`src/rtl/fetch_stage.sv`:
```
// fetch_stage: IITB-RISC instruction fetch with PC, IF/ID register, stall/flush/redirect and halt
//   clk, rst_n                  clock, synchronous active-low reset
//   imem_addr / imem_data       asynchronous ROM port (data valid in the same cycle)
//   stall, flush                decode-side hold and squash requests
//   redirect_valid, redirect_pc taken branch/jump target
//   ifid_*                      IF/ID register (valid, instruction, its pc, pc+1)
//   halted                      fetch stopped because the PC left the ROM
module fetch_stage #(
    parameter int                PC_WIDTH    = 16,
    parameter int                INSTR_WIDTH = 16,
    parameter logic [PC_WIDTH-1:0] RESET_PC  = '0,
    parameter int                ROM_DEPTH   = 21
) (
    input  logic                   clk,
    input  logic                   rst_n,
    output logic [PC_WIDTH-1:0]    imem_addr,
    input  logic [INSTR_WIDTH-1:0] imem_data,
    input  logic                   stall,
    input  logic                   flush,
    input  logic                   redirect_valid,
    input  logic [PC_WIDTH-1:0]    redirect_pc,
    output logic                   ifid_valid,
    output logic [INSTR_WIDTH-1:0] ifid_instr,
    output logic [PC_WIDTH-1:0]    ifid_pc,
    output logic [PC_WIDTH-1:0]    ifid_pc_plus1,
    output logic                   halted
);
    typedef enum logic {RUN, HALT} state_t;
    state_t              state_q, state_d;
    logic [PC_WIDTH-1:0] pc_q, pc_d;
    logic                valid_d, load;
    logic                in_range;

    assign imem_addr = pc_q;
    assign halted    = (state_q == HALT);
    assign in_range  = pc_q < PC_WIDTH'(ROM_DEPTH);

    // Priority: redirect > halt > flush > stall > fetch. Flush keeps pc_q so the
    // squashed word is simply fetched again on the next edge.
    always_comb begin
        state_d = state_q;
        pc_d    = pc_q;
        valid_d = ifid_valid;
        load    = 1'b0;
        if (redirect_valid) begin
            pc_d    = redirect_pc;
            valid_d = 1'b0;
            state_d = RUN;
        end else if (state_q == HALT || flush) begin
            valid_d = 1'b0;
        end else if (!stall) begin
            if (in_range) begin
                load    = 1'b1;
                valid_d = 1'b1;
                pc_d    = pc_q + 1'b1;
            end else begin
                valid_d = 1'b0;
                state_d = HALT;
            end
        end
    end

    always_ff @(posedge clk) begin
        if (!rst_n) begin
            state_q       <= RUN;
            pc_q          <= RESET_PC;
            ifid_valid    <= 1'b0;
            ifid_instr    <= '0;
            ifid_pc       <= '0;
            ifid_pc_plus1 <= '0;
        end else begin
            state_q    <= state_d;
            pc_q       <= pc_d;
            ifid_valid <= valid_d;
            if (load) begin
                ifid_instr    <= imem_data;
                ifid_pc       <= pc_q;
                ifid_pc_plus1 <= pc_q + 1'b1;
            end
        end
    end
endmodule

```
`config.mk`:
```
export PLATFORM = sky130hd
export DESIGN_NAME = fetch_stage
export DESIGN_NICKNAME = d
export VERILOG_FILES = /design/src/rtl/fetch_stage.sv
export SDC_FILE = /design/constraint.sdc
export NUM_CORES = 1
export LEC_CHECK = 0
export CELL_PAD_IN_SITES_DETAIL_PLACEMENT = 1
export CELL_PAD_IN_SITES_GLOBAL_PLACEMENT = 1
export CORE_ASPECT_RATIO = 1.5
export CORE_MARGIN = 8
export CORE_UTILIZATION = 44
export CTS_BUF_LIST = sky130_fd_sc_hd__clkbuf_2
export DETAILED_ROUTE_END_ITERATION = 10
export DONT_BUFFER_PORTS = 1
export PLACE_DENSITY_LB_ADDON = 0.12
export SETUP_SLACK_MARGIN = 0.05
export SLEW_MARGIN = 20
export SYNTH_ARGS = -nofsm -noshare
export SYNTH_HDL_FRONTEND = slang
export SYNTH_SLANG_ARGS = --single-unit
```
`constraint.sdc`:
```
create_clock -name clk -period 4.2 [get_ports clk]
set_input_delay 1.26 -clock clk [delete_from_list [all_inputs] [get_ports clk]]
set_output_delay 1.26 -clock clk [all_outputs]
set_load 0.05 [all_outputs]
```
== Word level (Yosys, flattened, before mapping) ==
Cells that the tools add are included.

* Bits of input ports: 37
* Output and inout port bits: 66
* Logic and storage cells: 28
* Register bits after elaboration: 66

* Add/sub/neg operators: 1
* Multiplexer cells: 8
* Bitwise operators: 4
* Order comparisons: 1
* Reduce and logical (&&, ||, !) cells: 6
* Eq/ne operators: 2

{| class="wikitable"
|+ Operator list
! operator !! number
|-
| $mux 16 || 4
|-
| $add 16x1->16 const B || 1
|-
| $lt 16x5->1 const B || 1
|-
| $reduce_and 3->1 || 2
|-
| $mux 1 || 4
|-
| $not 1->1 || 4
|-
| $reduce_or 3->1 || 1
|-
| $ne 2x1->1 const B || 1
|-
| $ne 2x2->1 const B || 1
|-
| $reduce_bool 2->1 || 1
|-
| $reduce_or 2->1 || 1
|-
| $logic_or 1x1->1 || 1
|}

== Longest topological paths before layout ==
* Depth in word-level cells: 5
* Gate-level depth with buffers: 8
* Gate-level depth less buffers: 6

== Worst setup path after synthesis ==
OpenSTA, ideal clock, no wires.

* Kind: in2reg
* Start: in stall
* End: reg ifid_pc[2]
* Path slack: 1.762 ns
* Path buffers: 2
* Data required time: 4.128 ns
* Arrival time: 2.366 ns
* Stages on the path: 6
* Library setup time: 0.072 ns
* Cells stage by stage: or3_4 -> nor2_2 -> and3_1 -> buf_6 -> buf_12 -> mux2i_1

* Word-level cells in the longest chain between the ends: 3

{| class="wikitable"
|+ RTL lines
! item !! line !! source
|-
| start: declaration || 18 || <nowiki>input logic stall,</nowiki>
|-
| $mux 1 || 51 || <nowiki>end else if (!stall) begin</nowiki>
|-
| $mux 1 || 49 || <nowiki>end else if (state_q == HALT || flush) begin</nowiki>
|-
| $mux 1 || 45 || <nowiki>if (redirect_valid) begin</nowiki>
|-
| end signal: assignment || 77 || <nowiki>ifid_pc <= pc_q;</nowiki>
|-
| end: declaration || 24 || <nowiki>output logic [PC_WIDTH-1:0] ifid_pc,</nowiki>
|}

Every way passes these cells.
A chain may end at the register's enable or synchronous reset.

== Final worst setup path ==
* Start: reg pc_q[3] (netlist: imem_addr[3])
* End: out imem_addr[3]

{| class="wikitable"
|+ RTL lines
! item !! line !! source
|-
| start: declaration || 30 || <nowiki>logic [PC_WIDTH-1:0] pc_q, pc_d;</nowiki>
|-
| start signal: assignment || 73 || <nowiki>pc_q <= pc_d;</nowiki>
|-
| end: declaration || 16 || <nowiki>output logic [PC_WIDTH-1:0] imem_addr,</nowiki>
|}

No word-level cell between the ends.

==> impl_metrics.csv <==
group,metric,value,unit
status,status,"finished clean",
cells_and_area,areaGrowthSynthToFinish,3.72,%
yosys,synthArstFlopShare,0,%
sta,period_needed,2.61,ns
drt,wl_per_cell,18.8,µm
global_route,grt_max_degree,91,
hold_path,hold_depth,2,
critical_path,path_max_fanout,8,
yosys,yosys_most_used_dff,"dfxtp_1",
drt,drt_iter0_markers,66,
yosys,syn_area,2560,µm²
critical_path,endpoint_kind,"output port",
cells_and_area,utilization,46.5,%
cells_and_area,nFillCells,662,
drt,drt_pass1_iterations,4,
global_route,grt_pass1_wl,9670,µm
floorplan,initial_core_util,44.9,%
sta,period_share,62.2,%
cells_and_area,diodes,0,
cts,clkLatencyLatePin,0.49,ns
critical_path,crit_required,2.94,ns
critical_path,worstPathArrival,1.35,ns
power,peakVddDrop,0.000302,V
power,p_per_area,423,nW/µm²
sta,setup_viol,0,
drt,drt-total-wl,6170,µm
sta,slew_viol_final,0,
cts,postCtsHoldBufs,0,
yosys,synth-edff-count,0,
cts,clk_pin_slew,0.19,ns
floorplan,core_area,5700,µm²
cells_and_area,regArea,1320,µm²
critical_path,crit_cells,0,
yosys,syn_avg_cell_area,9.91,µm²
yosys,synth_top_area_share,51.7,%
critical_path,startpoint_type,"register",
sta,max_clock_freq,0.383,GHz
critical_path,path_class,"reg2out",
cts,cts_resized,0,
power,leakagePower,0.00108,µW
cts,post_cts_buffers,0,
global_route,grt_pass1_vias,1856,
yosys,ys_top_cells_by_count,"dfxtp_1, nand2_1, mux2i_1",
drt,drt_drc_violations_left,0,
drt,vias_per_cell,5.36,
placement,hpwl,4290,µm
yosys,synthCells,258,
placement,gp_congestion,0.748,
floorplan,die_area,8560,µm²
sta,finalSetupTns,0,ns
yosys,synth_area_leaders,"dfxtp_1, mux2i_1, nand2_1",
floorplan,die_y,109,µm
yosys,yosysWarnings,0,
yosys,ys_seq_area_share,51.7,%
cts,cts.sinks,66,
floorplan,fp.dieW,78.3,µm
cells_and_area,fin_nets,290,
global_route,overflow,0,
sta,rsz0062_at_grt,"false",
floorplan,floorplan.io_pins,103,
global_route,grt.total_usage,14.4,%
cells_and_area,multiInputGateArea,1100,µm²
critical_path,r2r_cells,6,
sta,slew_headroom,46.6,%
drt,antenna_left,0,
cts,cts_made_buffers,9,
cts,cts_buffer_depth,2,
cts,cts_tree,"yes",
cells_and_area,drive_gt1_share,9.38,%
yosys,syn_nets,297,
sta,finClkSkew,0.0173,ns
yosys,synth.distinct_cells,33,
cts,cts_root_buf,"clkbuf_2",
cts,cts_htree_levels,3,
hold_path,hold_path_class,"reg2reg",
run,cap_violations,0,
yosys,yosysMostFrequentCell,"dfxtp_1",
sta,hold_violations,0,
floorplan,rows,34,
placement,io_buffers,0,
sta,worst_pin_slew,0.800,ns
yosys,synth_top_area_cell,"dfxtp_1",
drt,vias,1759,
yosys,ys_seq_elements,66,
global_route,antenna_found_initial,0,
-- routing by layer --
layer,routed length [µm],part of all wire (%),vias to the layer above,global-route usage (%)
met5,0,0,-,0
met4,80,1.3,0,6.78
met3,683,11,8,8.18
met2,2990,49,60,23.0
met1,2410,39,818,15.0
li1,-,-,873,-
-- worst register-to-register path: stages (launching register included) --
cell and delay, ns:
dfxtp_1 0.80, inv_1 0.20, ha_1 0.24, nor2b_1 0.19, o21ai_2 0.15, nand3_1 0.59
mux2i_1 0.25
-- flip-flops by register name (all words and copies together), names as in the netlist --
signal / flops
ifid_pc_plus1: 16
ifid_pc: 16
halted: 1
ifid_valid: 1
imem_addr: 16
ifid_instr: 16
-- layout by cell type, fill, tap and decap left out --
cell type	netlist	final
and3_1	24	24
o31a_2	1	1
clkinv_2	0	3
o21a_1	1	1
or3_4	1	1
ha_1	2	2
nor2_1	2	2
clkinvlp_4	0	1
o21ai_2	1	1
nor4_1	1	1
o31ai_1	3	3
nand2_1	52	52
nand4_1	4	4
nor3_1	2	2
nand3_1	4	4
clkbuf_2	0	9
o21ai_0	5	5
a21oi_1	2	2
xnor2_1	3	3
nor2b_1	13	13
bufinv_16	0	1
dfxtp_1	66	66
inv_1	4	4
a31oi_1	4	4
a311o_1	1	1
mux2i_1	35	35
clkinv_4	0	2
nor4_2	2	2
buf_4	1	1
a31o_2	1	1
nor2_2	1	1
o211a_1	1	1
o2111a_1	1	1
or4_1	2	2
-- metrics by stage --
step	setup WS, ns	total power [µW]	hold WS [ns]	instance area [µm²]	std cells
finish	1.59	1120	0.713	2650	328
global route	1.46	1190	0.735	2650	328
CTS	1.51	1140	0.723	2650	328
floorplan	1.76	769	0.672	2560	258
global placement	1.34	767	0.684	2540	312
detailed placement	1.25	769	0.694	2540	312
-- report_power, final --
part / switching [µW] / internal [µW] / total (µW)
registers: 60.8 / 639 / 700
logic: 27.4 / 26.7 / 54.1
clock network: 232 / 136 / 369
-- final timing paths --
path,to,from,slack [ns]
hold reg to reg,ifid_instr[9],ifid_instr[9],0.71
hold / removal,ifid_instr[9],ifid_instr[9],0.71
setup reg to reg,ifid_pc_plus1[3],imem_addr[0],1.71
setup / recovery,imem_addr[3],imem_addr[3],1.59
-- cells by family after synthesis --
| family | after synthesis | synth area share (%) |
|---|---|---|
| AO/OA/AOI/OAI | 21 | 5.82 |
| AND/OR/NAND/NOR | 108 | 21.6 |
| adder cells (fa/ha/maj) | 2 | 0.978 |
| XOR/XNOR | 3 | 1.03 |
| buffers and inverters | 23 | 5.19 |
| flip-flops | 66 | 51.7 |
| multiplexers | 35 | 13.7 |
-- area by class of cell --
class,count,share of cell area [%]
sequential,66,49.8
multi-input combinational,169,41.6
tap,72,3.40
clock inverter,7,2.64
clock buffer,9,1.70
inverter,4,0.566
timing repair buffer,1,0.283
(Power assumes the default switching activity.)
